--- src/rtl/da_pkg.sv ---
// Shared types and constants for the distributed-arithmetic column accumulator.
package da_pkg;

   typedef enum logic [1:0] {
      IDLE  = 2'd0,
      SHIFT = 2'd1,
      DONE  = 2'd2
   } da_state_t;

   localparam int DA_KERNEL_H      = 7;
   localparam int DA_ACC_W_DEFAULT = 16;

endpackage

--- src/rtl/lut_mul.sv ---
// Combinational DA lookup: weighted sum of one 7-tap bit-plane, as a signed 8-bit value.
module lut_mul
   import da_pkg::*;
#(
   parameter int           DATA_W   = 8,
   parameter logic [4:0]   WEIGHT_0 = 5'd1,
   parameter logic [4:0]   WEIGHT_1 = 5'd2,
   parameter logic [4:0]   WEIGHT_2 = 5'd3,
   parameter logic [4:0]   WEIGHT_3 = 5'd4,
   parameter logic [4:0]   WEIGHT_4 = 5'd5,
   parameter logic [4:0]   WEIGHT_5 = 5'd6,
   parameter logic [4:0]   WEIGHT_6 = 5'd7
) (
   input  logic        [DA_KERNEL_H-1:0] d,
   output logic signed [7:0]             sum
);

   localparam logic [4:0] W [DA_KERNEL_H] = '{WEIGHT_0, WEIGHT_1, WEIGHT_2, WEIGHT_3,
                                              WEIGHT_4, WEIGHT_5, WEIGHT_6};

   // A zero-width pixel has no planes, so the table collapses to zero.
   if (DATA_W > 0) begin : g_lut
      always_comb begin
         sum = '0;
         for (int k = 0; k < DA_KERNEL_H; k++)
            sum = sum + (d[k] ? $signed({3'b000, W[k]}) : 8'sd0);
      end
   end else begin : g_empty
      assign sum = '0;
   end

endmodule

--- src/rtl/da_col_accum.sv ---
// Bit-serial DA column accumulator: feeds MSB-first bit-planes of a latched column
// through lut_mul and shift-accumulates the partial sums into the weighted column sum.
module da_col_accum
   import da_pkg::*;
#(
   parameter int         DATA_W   = 8,
   parameter int         KERNEL_H = DA_KERNEL_H,
   parameter logic [4:0] WEIGHT_0 = 5'd1,
   parameter logic [4:0] WEIGHT_1 = 5'd2,
   parameter logic [4:0] WEIGHT_2 = 5'd3,
   parameter logic [4:0] WEIGHT_3 = 5'd4,
   parameter logic [4:0] WEIGHT_4 = 5'd5,
   parameter logic [4:0] WEIGHT_5 = 5'd6,
   parameter logic [4:0] WEIGHT_6 = 5'd7,
   parameter int         ACC_W    = DA_ACC_W_DEFAULT
) (
   input  logic                       clk,
   input  logic                       rst,
   input  logic                       in_valid,
   output logic                       in_ready,
   input  logic [KERNEL_H*DATA_W-1:0] in_pix,
   output logic                       out_valid,
   input  logic                       out_ready,
   output logic signed [ACC_W-1:0]    out_sum
);

   localparam int CNT_W = (DATA_W > 1) ? $clog2(DATA_W) : 1;

   da_state_t                    state_q, state_d;
   logic [KERNEL_H*DATA_W-1:0]   col_q;
   logic signed [ACC_W-1:0]      acc_q;
   logic [CNT_W-1:0]             bitcnt_q;
   logic [DA_KERNEL_H-1:0]       plane;
   logic signed [7:0]            lut_sum;
   logic                         accept;

   // Bit-plane select: bit bitcnt of every tap.
   for (genvar k = 0; k < KERNEL_H; k++) begin : g_plane
      logic [DATA_W-1:0] pix_k;
      assign pix_k    = col_q[k*DATA_W +: DATA_W];
      assign plane[k] = pix_k[bitcnt_q];
   end

   lut_mul #(
      .DATA_W   (8),
      .WEIGHT_0 (WEIGHT_0),
      .WEIGHT_1 (WEIGHT_1),
      .WEIGHT_2 (WEIGHT_2),
      .WEIGHT_3 (WEIGHT_3),
      .WEIGHT_4 (WEIGHT_4),
      .WEIGHT_5 (WEIGHT_5),
      .WEIGHT_6 (WEIGHT_6)
   ) u_lut (
      .d   (plane),
      .sum (lut_sum)
   );

   always_comb begin
      state_d  = state_q;
      in_ready = 1'b0;
      case (state_q)
         IDLE: begin
            in_ready = 1'b1;
            if (in_valid) state_d = SHIFT;
         end
         SHIFT: begin
            if (bitcnt_q == '0) state_d = DONE;
         end
         DONE: begin
            // Output and input handshakes may share one edge.
            in_ready = out_ready;
            if (out_ready) state_d = in_valid ? SHIFT : IDLE;
         end
         default: state_d = IDLE;
      endcase
      if (rst) in_ready = 1'b0;
   end

   assign accept    = in_valid & in_ready;
   assign out_valid = (state_q == DONE) & ~rst;
   assign out_sum   = acc_q;

   always_ff @(posedge clk) begin
      if (rst) begin
         state_q  <= IDLE;
         acc_q    <= '0;
         bitcnt_q <= '0;
         col_q    <= '0;
      end else begin
         state_q <= state_d;
         if (accept) begin
            col_q    <= in_pix;
            acc_q    <= '0;
            bitcnt_q <= CNT_W'(DATA_W - 1);
         end else if (state_q == SHIFT) begin
            acc_q <= (acc_q <<< 1) + {{(ACC_W-8){lut_sum[7]}}, lut_sum};
            if (bitcnt_q != '0) bitcnt_q <= bitcnt_q - 1'b1;
         end
      end
   end

endmodule

--- config.mk ---
export PLATFORM = sky130hd
export DESIGN_NAME = da_col_accum
export DESIGN_NICKNAME = d
export VERILOG_FILES = /design/src/rtl/da_pkg.sv /design/src/rtl/lut_mul.sv /design/src/rtl/da_col_accum.sv
export SDC_FILE = /design/constraint.sdc
export NUM_CORES = 1
export LEC_CHECK = 0
export CORE_ASPECT_RATIO = 1.75
export CORE_MARGIN = 5
export CORE_UTILIZATION = 56
export DETAILED_ROUTE_END_ITERATION = 10
export GPL_ROUTABILITY_DRIVEN = 0
export PLACE_DENSITY = 0.95
export REMOVE_ABC_BUFFERS = 1
export SLEW_MARGIN = 20
export SYNTH_ARGS = -nofsm -noshare
export SYNTH_HDL_FRONTEND = slang
export SYNTH_SLANG_ARGS = --single-unit
--- constraint.sdc ---
create_clock -name clk -period 6.8 [get_ports clk]
set_input_delay 0.68 -clock clk [delete_from_list [all_inputs] [get_ports clk]]
set_output_delay 0.68 -clock clk [all_outputs]
set_load 0.02 [all_outputs]
==> run metrics, run 1 <==
TritonCTS Buffers=9; mean routed wirelength per cell=16.0 microns; Avg Inst Size Synth=9.19 sq um; IR drop worst, VDD=0.201 mV; CP cell instances=mux4_2, mux2i_1, inv_1, fa_1, inv_1, fa_1, inv_1, ha_1, fa_1, xor2_1, ha_1, o21ai_1, o21bai_2, nand4_1, xor2_1, a211oi_1; die width=73.1 microns; Static Leak=1.91 nW; Post-Layout Cell Count=575; fmax=202 MHz; core area=6860 sq um; clock tree from TritonCTS=built; Crit. End Element=register; DRT Pass-1 Iters=6; CTS Buffer Depth=2; Syn Inst Count=425; DRT iter0 DRCs=103; combinational share of power=0.248; HP Start=col_q[19]$_SDFFE_PP0P_; gr ovfl total=0; Final period util=0.729; clock sinks=77; Flop pwr share=0.388; number of cells on the worst hold path=2; Setup CP Type=reg2reg; Worst Skew=0.00775 ns; R2R Path End=out_sum[8]$_SDFFE_PP0N_; required time worst endpoint=7.04 ns; Cell Area, Synth=3900 sq um; R2R Path Start=bitcnt_q[0]$_SDFFE_PP0P_; antenna fix cells=0; ANT nets after route=0; post-CTS setup buffers=0; Startpoint Class=register; Seq/Total Area, Yosys=0.395; die area=8810 sq um; P_int=0.000992 W; post_cts resized=0; clock share of power=0.365; Max Cap Violations=0; share of cells above drive strength 1=0.0998; Final Setup Violations=0; maximum number of pins on one net before global-route repair=113; total track usage=0.216; Final WS setup=1.84 ns; CP max stage cell=dfxtp_2; Vias=3157; Final min period=4.96 ns; nets=564; largest fanout on the critical path=16; H-tree levels=3; worst path arrival time=5.19 ns; YS warnings=0; Seq cells post-synth=77; Hold-fix buffers, CTS=0; Slew Limit Fails=0; Routed WL=9.22 mm; num ports=78; HP Class=reg2reg; Worst slew margin=0.519; vias per cell=5.49; antenna violations before repair=0; first-pass GRT wire length=14.6 mm; Port Buffer Count=77; flop-to-flop setup slack=1.84 ns; status=finished, final reports clean; Initial Util=0.569; TNS Setup=0 ns; Die Ht=120 microns; endpoints failing hold=0; dpl cells=559; Hold EP=col_q[19]$_SDFFE_PP0P_; Worst-Skew Late Latency=0.34 ns; Reg2Reg Depth=16; Crit path largest cell delay=0.67 ns; DRC viols=0; Pwr per Cell Area=280 nW/um^2; sw frac=0.288; pre-CTS setup slack=1.56 ns; Rows=40; distinct cell type count after synthesis=39; Worst-Margin Slew=0.722 ns; HPWL Detailed=6.36 mm; CTS clk-pin slew, worst paths=0.06 ns; vias in the first global route=3249; RSZ-0062 raised after global routing=no; Area growth syn-to-layout=27.6%; switching power total=0.000401 W; clk root buf=clkbuf_16
[logic make-up (layout without fill, tap and decap cells)]
logic type               count (synthesis)  in the layout  synth area share
XOR/XNOR                                15             15            0.0337
buffers and inverters                   43            109            0.0545
multiplexers                            21             21            0.0997
adder cells (fa/ha/maj)                 17             17            0.0679
flip-flops                              77             77             0.395
AO/OA/AOI/OAI                           88             88             0.135
AND/OR/NAND/NOR                        164            164             0.215
[Yosys cell counts]
cell type,count,area (sq um)
and3_2,1,7.51
ha_1,10,125
a21oi_1,11,55.1
nor3b_1,1,7.51
and2_1,1,6.26
mux2_2,3,33.8
nor2b_2,1,8.76
buf_6,2,22.5
nand2b_1,58,363
fa_1,7,140
inv_1,15,56.3
and2b_1,1,7.51
o211ai_1,1,7.51
buf_4,7,52.6
mux2i_1,4,40.0
o21bai_2,1,11.3
nand2_1,73,274
nand4_4,1,21.3
buf_2,8,40.0
nor2_2,1,6.26
nor2_1,14,52.6
nor2b_1,1,6.26
xnor2_1,4,35.0
mux4_2,14,315
clkbuf_1,11,41.3
a211oi_1,5,37.5
a211oi_2,7,87.6
a21o_1,3,22.5
xor2_1,11,96.3
o21ai_1,57,285
nor3b_2,1,12.5
nor3_1,2,10.0
nand4_1,2,12.5
or2_1,1,6.26
nor3_4,1,16.3
o21ai_0,2,10.0
a211o_1,1,8.76
dfxtp_1,77,1540
nand3_1,4,20.0
[final cells by class]
| type | instances | area, sq um |
|---|---|---|
| clock buffers | 11 | 243 |
| clock inverters | 4 | 72.6 |
| fillers | 477 | 1870 |
| inverters | 15 | 56.3 |
| multi-input cells | 305 | 2160 |
| flip-flops and latches | 77 | 1540 |
| well taps | 84 | 105 |
| repair buffers | 79 | 806 |
[power groups by stage]
stage	clock network (W)	registers [W]	logic, W
after floorplan	0	0.000543	0.000211
after detailed placement	0	0.000547	0.000329
after global routing	0.000536	0.000545	0.000381
after CTS	0.000514	0.000540	0.000340
after global placement	0	0.000545	0.000307
final	0.000508	0.000540	0.000345
[state kept, by name, indices dropped and copies added (netlist names)]
| signal | flops |
|---|---|
| col_q | 56 |
| bitcnt_q | 3 |
| state_q | 2 |
| out_sum | 16 |
[layer usage]
layer | share of wire | GRT usage | vias up | routed length [microns]
li1 | - | - | 1541 | -
met1 | 0.35 | 0.210 | 1486 | 3200
met2 | 0.57 | 0.403 | 101 | 5230
met3 | 0.049 | 0.0507 | 29 | 456
met4 | 0.036 | 0.113 | 0 | 332
met5 | 0 | 0 | - | 0
[per-stage QoR]
step	area, sq um	power (W)	util	hold WS (ns)
after floorplan	3750	0.000754	-	0.438
after global placement	4630	0.000851	0.676	0.449
after detailed placement	4630	0.000877	0.676	0.455
after CTS	4950	0.00139	0.722	0.465
after global routing	4980	0.00146	0.727	0.483
final	4980	0.00139	0.727	0.464
[placed cells by master (no fill, tap or decap), drive strengths merged]
cell type      instances
clkinvlp               1
mux2i                  4
nand2b                58
mux4                  14
and2b                  1
a21o                   3
a21oi                 11
nor2                  15
ha                    10
a211oi                12
xor2                  11
clkdlybuf4s50         77
o21bai                 1
a211o                  1
xnor2                  4
nor3b                  2
nand3                  4
inv                   15
or2                    1
and2                   1
buf                    2
fa                     7
and3                   1
nor3                   3
o211ai                 1
nand4                  3
bufinv                 2
dfxtp                 77
o21ai                 59
clkbuf                11
mux2                   3
clkinv                 1
nand2                 73
nor2b                  2
[worst max path at each step]
| stage | start | to | slack [ns] | depth (start not counted) |
|---|---|---|---|---|
| after global routing | bitcnt_q[0]$_SDFFE_PP0P_ | out_sum[8]$_SDFFE_PP0N_ | 1.57 | 16 |
| after CTS | bitcnt_q[0]$_SDFFE_PP0P_ | out_sum[8]$_SDFFE_PP0N_ | 1.48 | 16 |
| final | bitcnt_q[0]$_SDFFE_PP0P_ | out_sum[8]$_SDFFE_PP0N_ | 1.84 | 16 |
| after detailed placement | bitcnt_q[0]$_SDFFE_PP0P_ | out_sum[8]$_SDFFE_PP0N_ | 1.56 | 15 |
| after global placement | bitcnt_q[0]$_SDFFE_PP0P_ | out_sum[7]$_SDFFE_PP0N_ | 1.78 | 14 |
| after floorplan | bitcnt_q[0]$_SDFFE_PP0P_ | out_sum[7]$_SDFFE_PP0N_ | 2.00 | 14 |
[critical path, delay by kind of cell (launching register included)]
family	cells	cell delay [ns]
muxes	2	0.82
xor gates and xnor gates	2	0.33
buffers and inverters	3	0.23
DFF	1	0.67
adders and majority gates	5	2.01
and+or+nand+nor	1	0.17
AOI/OAI and AO/OA	3	0.61
No activity file was read; power rests on OpenSTA's default activity.
==> inputs of run 2 (changes only) <==
Settings changed: CORE_UTILIZATION 56 to 52, PLACE_DENSITY 0.95 to 0.92.
Clock period 6.8 ns to 4.6 ns, I/O delays scaled along.
==> run 2 against run 1 <==
  * Worst setup slack got worse by 1.7 ns
  * Total power is 56% higher
  * Largest cell class unchanged
  * Clock skew decreased by 0.0026 ns
  * Critical path type unchanged
  * Largest power group is now clock
==> run metrics, run 2 (same netlist as run 1, synthesis figures left out) <==
number of cells on the worst hold path=2; P_int=0.00156 W; Setup CP Type=reg2reg; Final period util=0.978; CTS clk-pin slew, worst paths=0.06 ns; maximum number of pins on one net before global-route repair=76; antenna fix cells=0; TritonCTS Buffers=9; overall power after layout=0.00217 W; Crit. End Element=register; share of cells above drive strength 1=0.139; flop-to-flop setup slack=0.1 ns; DRT iter0 DRCs=164; clock share of power=0.376; endpoints failing hold=0; HP Class=reg2reg; Final Setup Violations=0; Reg2Reg Depth=15; Initial Util=0.536; clock tree from TritonCTS=built; Slew Limit Fails=0; sw frac=0.279; Worst Skew=0.00510 ns; Vias=3270; Hold EP=col_q[4]$_SDFFE_PP0P_; TNS Setup=0 ns; Static Leak=1.99 nW; largest fanout on the critical path=8; die width=75.5 microns; H-tree levels=3; Largest register FFs=56; HP Start=col_q[4]$_SDFFE_PP0P_; Worst-Margin Slew=0.802 ns; R2R Path Start=bitcnt_q[0]$_SDFFE_PP0P_; IR drop worst, VDD=0.544 mV; fin area=5140 sq um; vias in the first global route=3358; Flop pwr share=0.359; combinational share of power=0.265; most frequent cells in the layout=77 x clkdlybuf4s50_1, 75 x dfxtp_1, 72 x nand2_1; switching power total=0.000604 W; fmax=222 MHz; Rows=41; mean routed wirelength per cell=15.8 microns; Port Buffer Count=77; antenna violations before repair=0; dpl cells=568; Biggest register=col_q; core area=7280 sq um; required time worst endpoint=4.85 ns; final core utilization=0.706; HPWL Detailed=6.26 mm; Area growth syn-to-layout=31.8%; Startpoint Class=register; first-pass GRT wire length=14.2 mm; commonest non-fill, non-tap cell in the layout=clkdlybuf4s50_1; total track usage=0.195; status=finished, final reports clean; die area=9410 sq um; vias per cell=5.54; nets=576; CTS Buffer Depth=2; DRT Pass-1 Iters=5; DP Area=4700 sq um; clock sinks=77; Worst-Skew Late Latency=0.34 ns; Pwr per Cell Area=422 nW/um^2; worst path arrival time=4.75 ns; Worst slew margin=0.465; Max Cap Violations=0; num ports=78; ANT nets after route=0; clk root buf=clkbuf_16; Post-Layout Cell Count=590; Final min period=4.50 ns; Routed WL=9.34 mm; gr ovfl total=0; Hold-fix buffers, CTS=0; R2R Path End=out_sum[8]$_SDFFE_PP0N_; Die Ht=125 microns; DRC viols=0
==> run 2: metrics by stage <==
| stage | setup slack (ns) | hold WS, ns |
|---|---|---|
| finish | 0.0994 | 0.465 |
| detailed placement | -0.0738 | 0.455 |
| floorplan | -0.201 | 0.438 |
| CTS | 0.0107 | 0.465 |
| global route | -0.0382 | 0.488 |
| global placement | 0.0945 | 0.449 |
==> run 2: worst max-delay path by stage <==
stage,startpoint,endpoint,slack (ns),cells past startpoint
after global routing,bitcnt_q[0]$_SDFFE_PP0P_,out_sum[10]$_SDFFE_PP0N_,-0.04,16
after global placement,bitcnt_q[0]$_SDFFE_PP0P_,out_sum[7]$_SDFFE_PP0N_,0.09,16
after detailed placement,bitcnt_q[0]$_SDFFE_PP0P_,out_sum[14]$_SDFFE_PP0N_,-0.07,16
after floorplan,bitcnt_q[0]$_SDFFE_PP0P_,out_sum[7]$_SDFFE_PP0N_,-0.20,14
after CTS,bitcnt_q[0]$_SDFFE_PP0P_,out_sum[7]$_SDFFE_PP0N_,0.01,15
final,bitcnt_q[0]$_SDFFE_PP0P_,out_sum[8]$_SDFFE_PP0N_,0.1,15
==> run 2: layout make-up <==
class / instances / area, sq um
Tap cell: 86 / 108
Fill cell: 527 / 2140
Clock buffer: 10 / 239
Inverter: 15 / 56.3
Sequential cell: 77 / 1550
Multi-Input combinational cell: 305 / 2180
Timing Repair Buffer: 91 / 901
Clock inverter: 6 / 110
==> run 2: power by group through the flow <==
stage	combinational [W]	sequential, W	clock, W
finish	0.000575	0.000779	0.000815
global route	0.000632	0.000786	0.000858
CTS	0.000532	0.000775	0.000825
detailed placement	0.000514	0.000788	0
global placement	0.000488	0.000784	0
floorplan	0.000311	0.000803	0
==> run 2: routing by layer <==
layer  global-route usage  part of all wire  up-vias
li1                     -                 -     1574
met1                0.198              0.36     1546
met2                0.352              0.55      109
met3               0.0355             0.045       41
met4                0.111             0.043        0
met5                    0                 0        -
==> run 2: timing repair <==
action                                  CTS  global route
buffers inserted                          0             6
pin swaps                                 0             7
hold endpoints to repair                  0             0
resized for setup                         4            10
endpoints found under the setup margin    7             9
==> run 2: critical path, stage by stage, from the launching register on <==
cell and delay, ns:
dfxtp_4 0.37, buf_12 0.13, mux4_2 0.49, mux2i_1 0.37, fa_1 0.53, fa_1 0.52
inv_1 0.07, ha_1 0.29, a21o_1 0.16, a21o_1 0.19, ha_1 0.34, o21ai_1 0.13
o21bai_2 0.30, nand4_1 0.17, xor2_1 0.18, a211oi_1 0.18
==> inputs of run 3 (changes only) <==
Settings changed: CORE_ASPECT_RATIO 1.75 to 0.9, CORE_UTILIZATION 52 to 45, DONT_BUFFER_PORTS set to 1, PLACE_DENSITY 0.92 to 0.72.
==> run 3 against run 2 <==
  * Clock skew up 0.010 ns
  * Non-clock buffer count is 76 lower
  * First-iteration DRC count up 14%
  * Count of clock-buffer cells in the layout did not move
  * Sequential power increased by 1%
  * Via count is 15% lower
  * Wire length shrank 11%
  * Total power fell by 18%
  * Worst setup slack gained 0.085 ns
  * Core utilization decreased by 20 points
==> run metrics, run 3 (same netlist as run 1, synthesis figures left out) <==
Area growth syn-to-layout=10.5%; Crit. path cell count=15; required time worst endpoint=4.79 ns; core area=8530 sq um; nets=500; fillers=808; Buf/Inv on CP=3; die area=10600 sq um; num ports=78; HP Class=in2reg; TNS Setup=0 ns; Initial Util=0.458; R2R Path Start=bitcnt_q[0]$_SDFFE_PP0P_; largest fanout on the critical path=6; Worst-Margin Slew=0.737 ns; DP Area=3980 sq um; CP max stage cell=fa_2; Setup CP Type=reg2reg; worst path arrival time=4.61 ns; antenna violations before repair=0; Hold-fix buffers, CTS=0; Largest register FFs=56; Final period util=0.960; endpoints failing hold=0; CP cell instances=buf_12, mux4_2, mux2_4, fa_1, inv_1, fa_1, inv_1, ha_2, fa_2, ha_1, a211oi_4, o21bai_4, nand3_1, xor2_1, a211oi_2; DRC viols=0; fmax=226 MHz; H-tree levels=3; dpl cells=523; Static Leak=1.64 nW; Crit path largest cell delay=0.56 ns; Crit. Startpoint=bitcnt_q[0]$_SDFFE_PP0P_; Worst slew margin=0.508; Post-Layout Cell Count=547; clock sinks=77; vias per cell=5.10; clock tree from TritonCTS=built; mean routed wirelength per cell=15.1 microns; Crit. End Element=register; Final Setup Violations=0; TritonCTS Buffers=9; CTS Buffer Depth=2; Startpoint Class=register; DRT Pass-1 Iters=4; first-pass GRT wire length=13.4 mm; Max Cap Violations=0; vias in the first global route=2833; cell family with most CP delay=adder cells; Vias=2790; Port Buffer Count=0; fin area=4310 sq um; pre-CTS setup slack=-0.0457 ns; Worst Skew=0.0156 ns; Worst-Skew Late Latency=0.35 ns; gr ovfl total=0; DRT iter0 DRCs=187; HPWL Detailed=5.77 mm; Biggest register=col_q; Slew Limit Fails=0; Worst Setup EP=out_sum[10]$_SDFFE_PP0N_; clk root buf=clkbuf_8; status=finished, final reports clean; Routed WL=8.28 mm; R2R Path End=out_sum[10]$_SDFFE_PP0N_; Reg2Reg Depth=15; Pwr per Cell Area=410 nW/um^2; maximum number of pins on one net before global-route repair=67; die width=108 microns; commonest non-fill, non-tap cell in the layout=dfxtp_1; total track usage=0.157; antenna fix cells=0; Rows=32; IR drop worst, VDD=0.208 mV; ANT nets after route=0; flop-to-flop setup slack=0.18 ns; share of cells above drive strength 1=0.171; Final WS setup=0.184 ns; Final min period=4.42 ns; Die Ht=98.4 microns; most frequent cells in the layout=76 x dfxtp_1, 72 x nand2_1, 58 x nand2b_1; CTS clk-pin slew, worst paths=0.08 ns
[run 3: changes by cell type in the layout (fill, tap and decap cells not counted), sizes merged]
cell | before | now
bufinv | 3 | 0
clkbuf | 10 | 11
clkdlybuf4s50 | 77 | 0
inv | 15 | 18
[run 3: final cells by class]
class	count	area, sq um	area share
Clock inverter	6	52.6	0.0122
Clock buffer	10	138	0.0319
Multi-Input combinational cell	305	2220	0.514
Timing Repair Buffer	15	155	0.0360
Sequential cell	77	1550	0.358
Inverter	15	56.3	0.0131
Tap cell	119	149	0.0345
[run 3: routing by layer]
layer / vias to the layer above / share of wire / GRT usage
met5: - / 0 / 0
met1: 1297 / 0.44 / 0.194
li1: 1422 / - / -
met3: 7 / 0.074 / 0.0654
met2: 64 / 0.48 / 0.250
met4: 0 / 0.0091 / 0.0456
[run 3: stage by stage]
stage	util	hold WS (ns)	total power, W
3_5_place_dp	0.466	0.454	0.00123
3_3_place_gp	0.466	0.449	0.00120
5_1_grt	0.506	0.150	0.00188
2_1_floorplan	-	0.438	0.00111
4_1_cts	0.490	0.147	0.00172
6_report	0.506	0.182	0.00177
[run 3: worst min path at each step]
stage                                to  slack, ns                    from  depth (start not counted)
6_report       bitcnt_q[0]$_SDFFE_PP0P_       0.18                     rst                          1
5_1_grt        bitcnt_q[0]$_SDFFE_PP0P_       0.15                     rst                          1
4_1_cts        bitcnt_q[0]$_SDFFE_PP0P_       0.15                     rst                          1
3_5_place_dp     col_q[17]$_SDFFE_PP0P_       0.45  col_q[17]$_SDFFE_PP0P_                          2
3_3_place_gp     col_q[48]$_SDFFE_PP0P_       0.45  col_q[48]$_SDFFE_PP0P_                          2
2_1_floorplan    col_q[10]$_SDFFE_PP0P_       0.44  col_q[10]$_SDFFE_PP0P_                          2
[run 3: power by group]
group	switching, W	internal (W)
combinational	0.000250	0.000242
sequential	0.0000631	0.000727
clock	0.000269	0.000219
total	0.000582	0.00119
[run 3: worst register-to-register path, stage by stage, from the launching register on]
cell and delay (ns):
dfxtp_4 0.39, buf_12 0.14, mux4_2 0.49, mux2_4 0.29, fa_1 0.53, inv_1 0.05
fa_1 0.52, inv_1 0.04, ha_2 0.19, fa_2 0.56, ha_1 0.28, a211oi_4 0.29
o21bai_4 0.11, nand3_1 0.10, xor2_1 0.19, a211oi_2 0.09
[run 3: timing repair]
action,in CTS,in global routing
buffers inserted,0,7
pin swaps,0,6
gates cloned,0,1
resized for setup,4,12
setup endpoints to repair,6,10
